### src/rtl/mips_io_unit.sv
// mips_io_unit: memory-mapped LED/switch port, display FIFO, periodic timer and sticky status register for the MIPS core.
module mips_io_unit #(
    parameter int FIFO_DEPTH = 8,
    parameter int DATA_W     = 8,
    parameter int LED_W      = 8,
    parameter int SW_W       = 8
) (
    input  logic              CLK,
    input  logic              RESET,
    input  logic [31:0]       IOWriteData,
    input  logic [3:0]        IOAddr,
    input  logic              IOWriteEn,
    output logic [31:0]       IOReadData,
    input  logic [SW_W-1:0]   Switches,
    output logic [LED_W-1:0]  Leds,
    output logic [DATA_W-1:0] DispData,
    output logic              DispValid,
    input  logic              DispReady,
    output logic              TimerIrq
);
    localparam int AW = (FIFO_DEPTH > 1) ? $clog2(FIFO_DEPTH) : 1;
    localparam logic [AW:0] DEPTH_C = FIFO_DEPTH[AW:0];

    logic [LED_W-1:0]  leds_q, leds_d;
    logic [SW_W-1:0]   sw_meta_q, sw_meta_d, sw_sync_q, sw_sync_d;
    logic [DATA_W-1:0] mem_q [FIFO_DEPTH];
    logic [DATA_W-1:0] mem_d [FIFO_DEPTH];
    logic [AW-1:0]     wr_ptr_q, wr_ptr_d, rd_ptr_q, rd_ptr_d;
    logic [AW:0]       cnt_q, cnt_d;
    logic              ovf_q, ovf_d, exp_q, exp_d;
    logic [31:0]       reload_q, reload_d, tcnt_q, tcnt_d;
    logic [1:0]        sel;
    logic              wr_led, wr_fifo, wr_tmr, wr_stat;
    logic              empty, full, pop, push, ovf_set, exp_set;
    logic              unused_addr;

    assign unused_addr = &{1'b0, IOAddr[1:0]};

    always_comb begin
        sel       = IOAddr[3:2];
        wr_led    = IOWriteEn && sel == 2'd0;
        wr_fifo   = IOWriteEn && sel == 2'd1;
        wr_tmr    = IOWriteEn && sel == 2'd2;
        wr_stat   = IOWriteEn && sel == 2'd3;
        empty     = cnt_q == '0;
        full      = cnt_q == DEPTH_C;
        pop       = !empty && DispReady;
        // a pop frees the slot in the same cycle, so a full FIFO still accepts
        push      = wr_fifo && (!full || pop);
        ovf_set   = wr_fifo && full && !pop;
        exp_set   = !wr_tmr && reload_q != '0 && tcnt_q <= 32'd1;
        leds_d    = wr_led ? IOWriteData[LED_W-1:0] : leds_q;
        sw_meta_d = Switches;
        sw_sync_d = sw_meta_q;
        mem_d     = mem_q;
        if (push)
            mem_d[wr_ptr_q] = IOWriteData[DATA_W-1:0];
        wr_ptr_d  = wr_ptr_q + AW'(push);
        rd_ptr_d  = rd_ptr_q + AW'(pop);
        cnt_d     = cnt_q + (AW+1)'(push) - (AW+1)'(pop);
        reload_d  = wr_tmr ? IOWriteData : reload_q;
        tcnt_d    = wr_tmr ? IOWriteData :
                    reload_q == '0 ? tcnt_q :
                    exp_set ? reload_q : tcnt_q - 32'd1;
        // a flag being set wins over a simultaneous clear
        ovf_d     = ovf_set || (ovf_q && !(wr_stat && IOWriteData[1]));
        exp_d     = exp_set || (exp_q && !(wr_stat && IOWriteData[0]));
    end

    always_ff @(posedge CLK or negedge RESET) begin
        if (!RESET) begin
            leds_q    <= '0;
            sw_meta_q <= '0;
            sw_sync_q <= '0;
            wr_ptr_q  <= '0;
            rd_ptr_q  <= '0;
            cnt_q     <= '0;
            ovf_q     <= 1'b0;
            exp_q     <= 1'b0;
            reload_q  <= '0;
            tcnt_q    <= '0;
        end else begin
            leds_q    <= leds_d;
            sw_meta_q <= sw_meta_d;
            sw_sync_q <= sw_sync_d;
            wr_ptr_q  <= wr_ptr_d;
            rd_ptr_q  <= rd_ptr_d;
            cnt_q     <= cnt_d;
            ovf_q     <= ovf_d;
            exp_q     <= exp_d;
            reload_q  <= reload_d;
            tcnt_q    <= tcnt_d;
        end
    end

    always_ff @(posedge CLK) begin
        mem_q <= mem_d;
    end

    always_comb begin
        IOReadData = sel == 2'd0 ? 32'(sw_sync_q) :
                     sel == 2'd1 ? {16'b0, 8'(cnt_q), 5'b0, ovf_q, full, empty} :
                     sel == 2'd2 ? tcnt_q : {30'b0, ovf_q, exp_q};
        Leds       = leds_q;
        DispValid  = !empty;
        DispData   = empty ? '0 : mem_q[rd_ptr_q];
        TimerIrq   = exp_q;
    end
endmodule

### config.mk
export PLATFORM = sky130hd
export DESIGN_NAME = mips_io_unit
export DESIGN_NICKNAME = d
export VERILOG_FILES = /design/src/rtl/mips_io_unit.sv
export SDC_FILE = /design/constraint.sdc
export NUM_CORES = 1
export LEC_CHECK = 0
export CORE_ASPECT_RATIO = 1.25
export CORE_MARGIN = 5
export CORE_UTILIZATION = 56
export DETAILED_ROUTE_END_ITERATION = 8
export PLACE_DENSITY = 0.81
export SYNTH_ARGS = -nofsm -noshare
export SYNTH_HDL_FRONTEND = slang
export SYNTH_SLANG_ARGS = --single-unit
### constraint.sdc
create_clock -name CLK -period 3.3 [get_ports CLK]
set_input_delay 0.99 -clock CLK [delete_from_list [all_inputs] [get_ports CLK]]
set_output_delay 0.99 -clock CLK [all_outputs]
set_load 0.02 [all_outputs]
==> results <==
- Headroom to the max-slew limit came out at 32.3%.
- The I/O pin total is 98.
- The initial antenna violation count is 0.
- Once routing completed, OpenROAD measured the worst setup slack at 182 ps.
- CTS built an H-tree with a depth of 4.
- The mean area per synthesized cell is 11.5 µm².
- TritonCTS built the clock tree.
- The share of total power dissipated in sequential elements is 44.8%.
- The met1 usage is 30.0%.
- The share of total power dissipated in the clock network is 27.9%.
- Setup repair after global routing left no endpoint under its margin.
- For this block, the routed nets add up to 18.9 mm of wire.
- For this run, the detailed router's first-pass iteration total came to 5.
- Global routing used 24.6% of the available tracks across all layers.
- The clock sink count is 164.
- Summing internal, switching and leakage power gives 6.39 mW.
- The area growth from synthesis to layout is 23.3%.
- The count of final hold-check violations is 0.
- The post-synthesis cell type with the largest combined area is dfrtp_1.
- The antenna violation net count after detailed routing is 0.
- For this run, design rule violations remaining after detail routing come to 0.
- The clock buffer count from CTS is 17.
- The fraction of synthesis flops using an asynchronous set or reset pin is 61.0%.
- STA puts the critical path data arrival time at 2130 ps.
- The flow ran to the end, and the final reports show no timing, DRC or antenna violations.
- The number of I/O port buffers is 95.
- In the final routed layout, each cell accounts on average for 19.4 µm.
- The floorplan step defined a die boundary enclosing 16300 µm².
- After clock tree synthesis, the clock-pin slew on the worst setup and hold paths is 60 ps.
- Counting along the longest clock path gives a buffer depth of 2.
- The number of antenna diodes in the final layout is 0.
- The commonest cells after synthesis are nand2_1 (109), dfrtp_1 (100), edfxtp_1 (64).
- The post-synthesis cell type count is 71.
- The number of nets produced by synthesis is 734.
- The mapped netlist covers 7760 µm².
- The critical path is of the flop to output port type.
- After the last flow step, the layout net total stands at 850.
- The total global routing overflow is 0.
- The die width is 115 µm.
- The worst setup skew after layout is 8.21 ps.
- Clock latency on the worst-skew pair, taken at its later pin, is 420 ps.
- For this run, global-route usage on met2 was measured as 42.2%.
- The type of origin of the critical path is a flop.
- The total instance count after detailed placement is 943.
- After synthesis, flip-flops and latches occupy 57.0% of the total area.
- Yosys attributes the largest share of cell area to dfrtp_1 (32%), edfxtp_1 (25%), nand2_1 (5.3%).
- The worst path uses 94.5% of the clock period.
- The standard cell core area is 13700 µm².
- The predominant post-synthesis flop cell is dfrtp_1.
- Entering global routing, the biggest net connects 76 pins.
- The worst hold path belongs to the class flop to flop.
- The number of slew-limit violations in the final report came to 0.
- The combinational group share of total power is 27.3%.
- The number of standard cells after synthesis is 673.
- For this run, the number of Yosys warnings is 0.
- The analysis attributes to cell leakage a power of 4.04 nW.
- Of the cells placed in the final design, the portion with a size suffix greater than 1 is 18.0%.
- At the pin with the least slew margin, the transition time is 1010 ps.
- The most common cell in the netlist is nand2_1.
- Summed over all nets, the switching power comes to 2.13 mW.
- In this run the vertical extent of the chip is 142 µm.
- For this block, the initial DRC count from the detailed router was 585.
- Power spread over the standard cell area amounts to 668 nW/µm².
- The worst ir drop on vdd is 0.447 mV.
- Once the floorplan was initialized, standard cells occupied 56.6% of the core.
- The kind of end point of the critical path is an output port.
- Net switching is 33.3% of the power.
- The final period demand of the worst path is 3120 ps.
- For this run, the share of the core covered by cells in the final layout is 69.8%.
- The required time of the critical path is 2310 ps.
- The congestion estimate from routability-driven global placement came to 0.867.
- On the final layout, the worst hold slack is 348 ps.
- The number of synthesized register bits is 164.
- The routed layout has 5946 vias.
- Setup violations remaining at the end of the flow were counted as 0.
- The number of enable-type register cells in the synthesized netlist is 64.
- The placed wire-length estimate is 13.5 mm.
- The met3 layer usage reported by global route is 4.99%.
- Once layout is complete, the cells apart from fillers number 977.
- The busiest metal layer after global routing is met2.
- Clock tree synthesis selected as its root buffer the cell clkbuf_16.
- The global-route wire length before repair is 31.2 mm.
- The mean number of vias per cell is 6.09.
- The floorplan has 48 rows.
- Prior to clock tree synthesis, the placed netlist has a worst setup slack of -586 ps.
- The highest attainable clock frequency is 321 MHz.
- Along the worst path, the maximum fanout reaches 10.
- The max capacitance violation total is 0.
- The internal power consumption is 4.26 mW.
- The via count of the first global-routing pass is 6143.
- Summed over its instances, the top area cell type makes up 32.3% of the synthesized netlist area.
[metrics by stage]
step           cell area [µm²]  setup TNS [ps]
5_1_grt                   9560               0
6_report                  9560               0
2_1_floorplan             7760               0
3_3_place_gp              9080          -14930
3_5_place_dp              9080          -17110
4_1_cts                   9670           -13.0
[flip-flops by register name (all words and copies together) (netlist names), 4 cells and up]
name,cells
mem_q,64
sw_sync_q,8
tcnt_q,32
sw_meta_q,8
cnt_q,4
reload_q,32
Leds,8
[logic make-up after synthesis]
family	share of synthesized area (%)
buffers and inverters	3.18
adders and majority gates	2.19
and+or+nand+nor	17.2
DFF	57.0
muxes	8.71
AOI/OAI and AO/OA	10.6
xor gates and xnor gates	1.02
[final timing paths]
check / startpoint / end / slack, ps / cells after the start
setup reg to reg: reload_q[18] / tcnt_q[15] / 670 / 6
hold / removal: sw_meta_q[3] / sw_sync_q[3] / 350 / 0
min in group asynchronous: RESET / tcnt_q[19] / 490 / 1
setup / recovery: cnt_q[2] / DispValid / 180 / 7
max in group asynchronous: RESET / rd_ptr_q[1] / 2070 / 2
hold reg to reg: sw_meta_q[3] / sw_sync_q[3] / 350 / 0
[cell usage in the layout, fill, tap and decap left out, types with 7 or more instances in the layout]
| master | Yosys | routed |
|---|---|---|
| mux2i_1 | 18 | 18 |
| nand4_1 | 8 | 8 |
| o211ai_1 | 15 | 15 |
| buf_4 | 0 | 37 |
| nor2_1 | 44 | 43 |
| nor3_1 | 14 | 13 |
| or3_1 | 7 | 7 |
| nand2_1 | 109 | 108 |
| buf_2 | 8 | 22 |
| ha_1 | 12 | 12 |
| nor4_1 | 15 | 15 |
| o21ai_0 | 20 | 20 |
| mux4_2 | 18 | 18 |
| nand3_1 | 18 | 18 |
| inv_1 | 19 | 19 |
| clkbuf_16 | 0 | 17 |
| dfrtp_1 | 100 | 99 |
| and2_1 | 23 | 23 |
| clkdlybuf4s50_1 | 0 | 52 |
| dlymetal6s2s_1 | 0 | 9 |
| a21oi_1 | 22 | 22 |
| edfxtp_1 | 64 | 64 |
| mux2_2 | 8 | 8 |
[power groups by stage]
stage / logic, mW / registers [mW] / clock network [mW]
floorplan: 1.21 / 2.68 / 0
global placement: 1.72 / 2.86 / 0
detailed placement: 1.81 / 2.88 / 0
CTS: 1.80 / 2.85 / 1.80
global route: 1.92 / 2.90 / 1.91
finish: 1.74 / 2.86 / 1.78
[cell type report]
| type | instances | area (µm²) |
|---|---|---|
| fillers | 978 | 4130 |
| repair buffers | 136 | 1200 |
| flip-flops and latches | 164 | 4430 |
| well taps | 175 | 219 |
| inverters | 19 | 71.3 |
| clock inverters | 15 | 109 |
| clock buffers | 17 | 425 |
| multi-input cells | 451 | 3110 |
[worst max-delay path: stages (launching register included)]
cell	delay, ps
dfrtp_1	390
inv_1	110
ha_1	160
inv_1	60
nor3_2	170
buf_4	230
inv_1	60
clkdlybuf4s50_1	530
[layer usage]
layer	routed length, µm	vias to the layer above
met1	6980	2911
li1	-	2717
met2	9980	265
met4	709	0
met3	1240	53
met5	0	-
[what timing repair did]
action                                  4_1_cts  5_1_grt
buffers inserted                              2        0
endpoints found under the setup margin       40       38
hold buffers                                  0        0
resized for setup                            92       37
No activity file was read; power rests on OpenSTA's default activity.
